File: src/rtl/jt49_eg_ext.sv
// AY/YM envelope generator with parametrised gain width, integrated period
// prescaler and shape-register restart; covers all 16 envelope shapes.
module jt49_eg_ext #(
    parameter int W  = 5,
    parameter int PW = 16
) (
    input  logic          clk,
    input  logic          rst_n,
    input  logic          cen,
    input  logic          restart,
    input  logic [3:0]    ctrl,
    input  logic [PW-1:0] period,
    output logic [W-1:0]  gain,
    output logic          holding
);

    localparam logic [W-1:0] MAX = '1;

    // shape bit positions within ctrl
    localparam int CONT = 3;
    localparam int ATT  = 2;
    localparam int ALT  = 1;
    localparam int HOLD = 0;

    logic [3:0]    ctrl_reg;
    logic          dir_reg;
    logic          holding_reg;
    logic [PW-1:0] cnt_reg;
    logic [W-1:0]  gain_reg;

    logic [PW:0]   cnt_inc;
    logic [PW:0]   per_eff;
    logic          step;
    logic          at_end;

    // One extra bit on the compare so cnt+1 never wraps below the period.
    always_comb begin
        cnt_inc = {1'b0, cnt_reg} + (PW+1)'(1);
        per_eff = (period == '0) ? (PW+1)'(1) : {1'b0, period};
        step    = (cnt_inc >= per_eff);
        at_end  = dir_reg ? (gain_reg == MAX) : (gain_reg == '0);
    end

    always_ff @(posedge clk or negedge rst_n) begin
        if (!rst_n) begin
            ctrl_reg    <= 4'b0000;
            dir_reg     <= 1'b0;
            holding_reg <= 1'b0;
            cnt_reg     <= '0;
            gain_reg    <= MAX;
        end else if (restart) begin
            ctrl_reg    <= ctrl;
            cnt_reg     <= '0;
            holding_reg <= 1'b0;
            dir_reg     <= ctrl[ATT];
            gain_reg    <= ctrl[ATT] ? '0 : MAX;
        end else if (cen) begin
            if (step) begin
                cnt_reg <= '0;
                if (!holding_reg) begin
                    if (!at_end) begin
                        gain_reg <= dir_reg ? gain_reg + W'(1) : gain_reg - W'(1);
                    end else if (!ctrl_reg[CONT]) begin
                        gain_reg    <= '0;
                        holding_reg <= 1'b1;
                    end else if (ctrl_reg[HOLD]) begin
                        gain_reg    <= ctrl_reg[ALT] ? ~gain_reg : gain_reg;
                        holding_reg <= 1'b1;
                    end else if (ctrl_reg[ALT]) begin
                        // triangle: endpoint repeats once while direction flips
                        dir_reg <= ~dir_reg;
                    end else begin
                        // sawtooth never flips dir, so ATT still gives the direction
                        gain_reg <= ctrl_reg[ATT] ? '0 : MAX;
                    end
                end
            end else begin
                cnt_reg <= cnt_inc[PW-1:0];
            end
        end
    end

    assign gain    = gain_reg;
    assign holding = holding_reg;

endmodule
File: config.mk
export PLATFORM = sky130hd
export DESIGN_NAME = jt49_eg_ext
export DESIGN_NICKNAME = d
export VERILOG_FILES = /design/src/rtl/jt49_eg_ext.sv
export SDC_FILE = /design/constraint.sdc
export NUM_CORES = 1
export LEC_CHECK = 0
export BUFFER_PORTS_ARGS = -buffer_cell sky130_fd_sc_hd__buf_2
export CAP_MARGIN = 20
export CORE_ASPECT_RATIO = 1.75
export CORE_MARGIN = 5
export CORE_UTILIZATION = 48
export DETAILED_ROUTE_END_ITERATION = 6
export PLACE_DENSITY_LB_ADDON = 0.12
export SYNTH_ARGS = -nofsm -noshare
export SYNTH_HDL_FRONTEND = slang
export SYNTH_SLANG_ARGS = --single-unit
File: constraint.sdc
create_clock -name clk -period 3.4 [get_ports clk]
set_input_delay 0.34 -clock clk [delete_from_list [all_inputs] [get_ports clk]]
set_output_delay 0.34 -clock clk [all_outputs]
set_load 0.005 [all_outputs]
Word level (Yosys, flattened, before mapping)

Cells that the tools add are included.

Register bits: 27
Word-level logic and storage cells: 58

$add $sub $neg: 3
Order comparisons: 1
Equality and inequality tests: 5
Multiplexer cells: 32
Bitwise operators: 2
Reductions and logical operators: 10

Operator list:

| kind                                              | count |
|---|---|
| 2-to-1 mux 16 bit                                 | 4 |
| 2-to-1 mux 5 bit                                  | 12 |
| adder 16 x 1 -> 17 bit (second input constant)    | 1 |
| >= comparator 17 x 16 -> 1 bit                    | 1 |
| logical NOT 16 bit                                | 1 |
| 2-to-1 mux 1 bit                                  | 16 |
| != test 5 bit (second input constant)             | 2 |
| nonzero test 2 bit                                | 5 |
| AND reduction 7 bit                               | 1 |
| adder 5 x 1 -> 5 bit (second input constant)      | 1 |
| == test 5 bit (second input constant)             | 1 |
| logical NOT 5 bit                                 | 1 |
| NOT 5 bit                                         | 1 |
| AND reduction 5 bit                               | 1 |
| subtractor 5 x 1 -> 5 bit (second input constant) | 1 |
| != test 2 bit (second input constant)             | 2 |
| AND reduction 2 bit                               | 1 |
| NOT 1 bit                                         | 1 |

Depth between registers and ports, before layout

Depth after elaboration: 9
Depth in mapped cells: 14
Gate-level depth less buffers: 13

Worst setup path after synthesis

OpenSTA, ideal clock, no wires.

Kind: register to register
From: register cnt_reg[2]
To: register cnt_reg[0]
Setup time: 0.065 ns
Arrival: 2.944 ns
Required time: 3.335 ns
Setup slack: 0.391 ns
Cell stages (with the launch flop): 13
Buffers on the path: 2
Clock period less this slack: 3.009 ns
Path through: dfrtp_1 -> buf_2 -> nand3_1 -> or3_1 -> clkbuf_1 -> xnor2_1 -> ha_1 -> and3_1 -> a221oi_1 -> o211ai_1 -> o31ai_4 -> and2b_4 -> mux2_2

Word-level cells in the longest chain between the ends: 5

RTL lines:

| item                           | line | RTL |
|---|---|---|
| start, declared                | 28   | `logic [PW-1:0] cnt_reg;` |
| start signal, assigned         | 78   | `cnt_reg <= cnt_inc[PW-1:0];` |
| adder 16 x 1 -> 17 bit         | 38   | `cnt_inc = {1'b0, cnt_reg} + (PW+1)'(1);` |
| >= comparator 17 x 16 -> 1 bit | 40   | `step = (cnt_inc >= per_eff);` |
| 2-to-1 mux 16 bit              | 58   | `if (step) begin` |
| 2-to-1 mux 16 bit              | 57   | `end else if (cen) begin` |
| 2-to-1 mux 16 bit              | 51   | `end else if (restart) begin` |

No other way between the ends. The select of a mux whose other input is x is not followed.
A chain may end at the register's enable or synchronous reset.

Worst setup path after layout

From: register cnt_reg[7]
To: register cnt_reg[10]

Word-level cells in the longest chain between the ends: 5

RTL lines:

| item                           | line |
|---|---|
| adder 16 x 1 -> 17 bit (*)     | 38 |
| >= comparator 17 x 16 -> 1 bit | 40 |
| 2-to-1 mux 16 bit (*)          | 58 |
| 2-to-1 mux 16 bit (*)          | 57 |
| 2-to-1 mux 16 bit (*)          | 51 |

Mark *: on every way between the ends. The rest lies on a longest branch, timed or not. The select of a mux whose other input is x is not followed.

==> metrics.txt <==
status=complete, no violations; layout cell share with drive strength beyond 1=24.1%; maximum vdd drop=358 uV; EDFF count, synth=0; HPWL Detailed=4.47 mm; Reg power frac=42.8%; # DRC=0; Routability Congestion=0.891; Rel. slew slack=40.9%; post-route ant nets=0; type of origin of the critical path=register; I/O pins=30; Initial DRC Count=88; Switch Pwr=0.380 mW; Yosys Warn Count=0; Sw Ratio=35.4%; H-tree levels=1; area of the die=0.00619 mm^2; Die W=61.7 um; routed vias=1,883; pwr dens=431 mW/mm^2; post-synthesis cell count=254; Layout Skew=0.00696 ns; Clock Sinks=27; Root Buffer=clkbuf_8; Final period util=92.8%; ANT cells=0; CP endpoint kind=register; final critical-path required period=3.15 ns; Critical Setup Path Class=register to register; CP peak stage delay=0.45 ns; Clock power frac=18.5%; Vias per Instance=5.64; max FFs per register=16; drt first pass iters=4; FF+latch count, synth=27; Total GRT Usage=19.2%; Synth Cell Area=0.00224 mm^2; later-pin clock latency in the skew report=0.28 ns; Synth Flop Type=dfrtp_1; initial antenna violation count=0; crit path DAT=3.38 ns; share of the synthesized area in the top cell type=24.6%; Worst-Margin Slew=0.883 ns; pins over their slew limit=0; peak fanout along the critical path=10; P&R area growth vs syn=11.3%; Crit-path slowest cell=dfrtp_2; # nets final=328; P_leak=1.26 nW; Power Total=1.08 mW; Die Height=100 um; unrepaired setup endpoints after global routing=false; Finished Cell Area=0.00249 mm^2; WL final=5.44 mm; Min-Delay Path Class=input pin to async pin; Pint=0.695 mW; combinational share of power=38.7%; Final Core Density=54.0%; Post-Route Setup TNS=0 ns; Worst-path clk slew=0.11 ns; CP required=3.63 ns; Max-Cap Viols=0; synth unique cells=47; Synth async-reset ratio=100%; Initial Utilization=48.5%; crit-path cells=nand4_1 > or3_4 > xnor2_1 > ha_1 > and3_1 > a221oi_1 > o211ai_1 > o31ai_4 > buf_4 > a21o_1 > a22o_1; Max clock buf depth=2; vias in the first global route=1,946; core area=0.00462 mm^2; Avg Cell Area, Syn=8.82 um^2; largest net degree at the start of global routing=28; Port Buffers=29; fmax=317 MHz; syn_nets=299; # rows=33; total grt overflow=0; Synth area leaders=dfrtp_1 (25%), ha_1 (11%), dfstp_2 (5.9%); endpoints failing hold=0; largest area contributor in the netlist=dfrtp_1; sequential area share after synthesis=30.4%; Num CTS Buffers=3; Wirelength per Cell=16.3 um; final worst slack=0.246 ns; Final setup viols=0; CTS tree=yes; Setup Slack @ Placement=0.153 ns; placed inst area=0.00242 mm^2; first-pass GRT wire length=8.81 mm; hold_buf cts=0
-- placed cells by master (no fill, tap or decap), drive strengths merged, types with 9 or more instances in the layout --
cell | netlist | routed
a21o | 12 | 12
a21oi | 14 | 14
buf | 4 | 33
dfrtp | 22 | 22
ha | 20 | 20
inv | 20 | 21
mux2 | 9 | 9
nand2 | 36 | 36
nor2 | 21 | 21
o21ai | 14 | 14
xnor2 | 13 | 13
-- stage by stage --
stage	hold slack (ns)	instances
global route	0.104	334
detailed placement	0.401	330
CTS	0.0843	334
finish	0.0632	334
floorplan	0.0444	254
global placement	0.399	330
-- cells in the mapped netlist (all sizes together) (2+ instances only) --
cell,n
inv,20
nand2,36
buf,4
a21oi,14
nor3,3
a211oi,2
nand4,8
or3,2
o21ai,14
a21o,12
xor2,6
mux2,9
nor2,21
nand3,7
dfstp,5
xnor2,13
nor4,4
nand2b,3
ha,20
dfrtp,22
a22o,6
o31ai,3
clkbuf,5
-- repair_timing --
item,in CTS,in global routing
resized for setup,0,8
setup endpoints to repair,0,20
buffers inserted,0,0
-- per-layer routing --
metal	vias up	routed length, um	track usage (%)	share of wire (%)
met4	0	248	10.1	4.6
met5	-	0	0	0
li1	942	-	-	-
met1	878	1900	18.8	35
met2	43	3140	36.9	58
met3	20	140	1.67	2.6
-- worst paths after layout --
path                                   startpoint                      end  slack, ns  cells past startpoint
setup / recovery           cnt_reg[7]$_DFFE_PN0N_  cnt_reg[10]$_DFFE_PN0N_       0.25                     11
hold / removal                              rst_n  ctrl_reg[2]$_DFFE_PN0P_       0.06                      1
setup reg to reg           cnt_reg[7]$_DFFE_PN0N_  cnt_reg[10]$_DFFE_PN0N_       0.25                     11
hold reg to reg            cnt_reg[1]$_DFFE_PN0N_   cnt_reg[1]$_DFFE_PN0N_       0.55                      2
max in group asynchronous                   rst_n   cnt_reg[3]$_DFFE_PN0N_       2.89                      1
min in group clk                          ctrl[0]  ctrl_reg[0]$_DFFE_PN0P_       0.28                      2
-- logic make-up after synthesis --
kind of cell | after synthesis | synth area share, %
AO/OA/AOI/OAI | 58 | 18.7
XOR/XNOR | 19 | 7.43
adder cells (fa/ha/maj) | 21 | 12.1
buffers and inverters | 29 | 5.92
flip-flops | 27 | 30.4
multiplexers | 9 | 5.36
AND/OR/NAND/NOR | 91 | 20.1
-- area by class of cell --
class / count / area [um^2]
clock buffer: 3 / 41.3
clock inverter: 1 / 8.76
fill: 452 / 2130
inverter: 20 / 75.1
multi-input combinational: 198 / 1440
sequential: 27 / 687
tap: 52 / 65.1
timing repair buffer: 33 / 175
-- power by group through the flow --
| stage | logic [mW] | registers (mW) | clock network [mW] |
|---|---|---|---|
| 3_5_place_dp | 0.419 | 0.468 | 0 |
| 6_report | 0.416 | 0.460 | 0.199 |
| 5_1_grt | 0.481 | 0.468 | 0.221 |
| 4_1_cts | 0.421 | 0.461 | 0.207 |
| 2_1_floorplan | 0.325 | 0.444 | 0 |
| 3_3_place_gp | 0.410 | 0.468 | 0 |
-- critical path: cells and delay by family (launching register included) --
family,cells,cell delay (ns)
compound gates,5,1.08
simple gates,3,0.81
flops,1,0.45
fa+ha+maj,1,0.29
xor+xnor,1,0.24
buf+inv,1,0.22
Note: power is estimated with default switching activity, not from simulation.
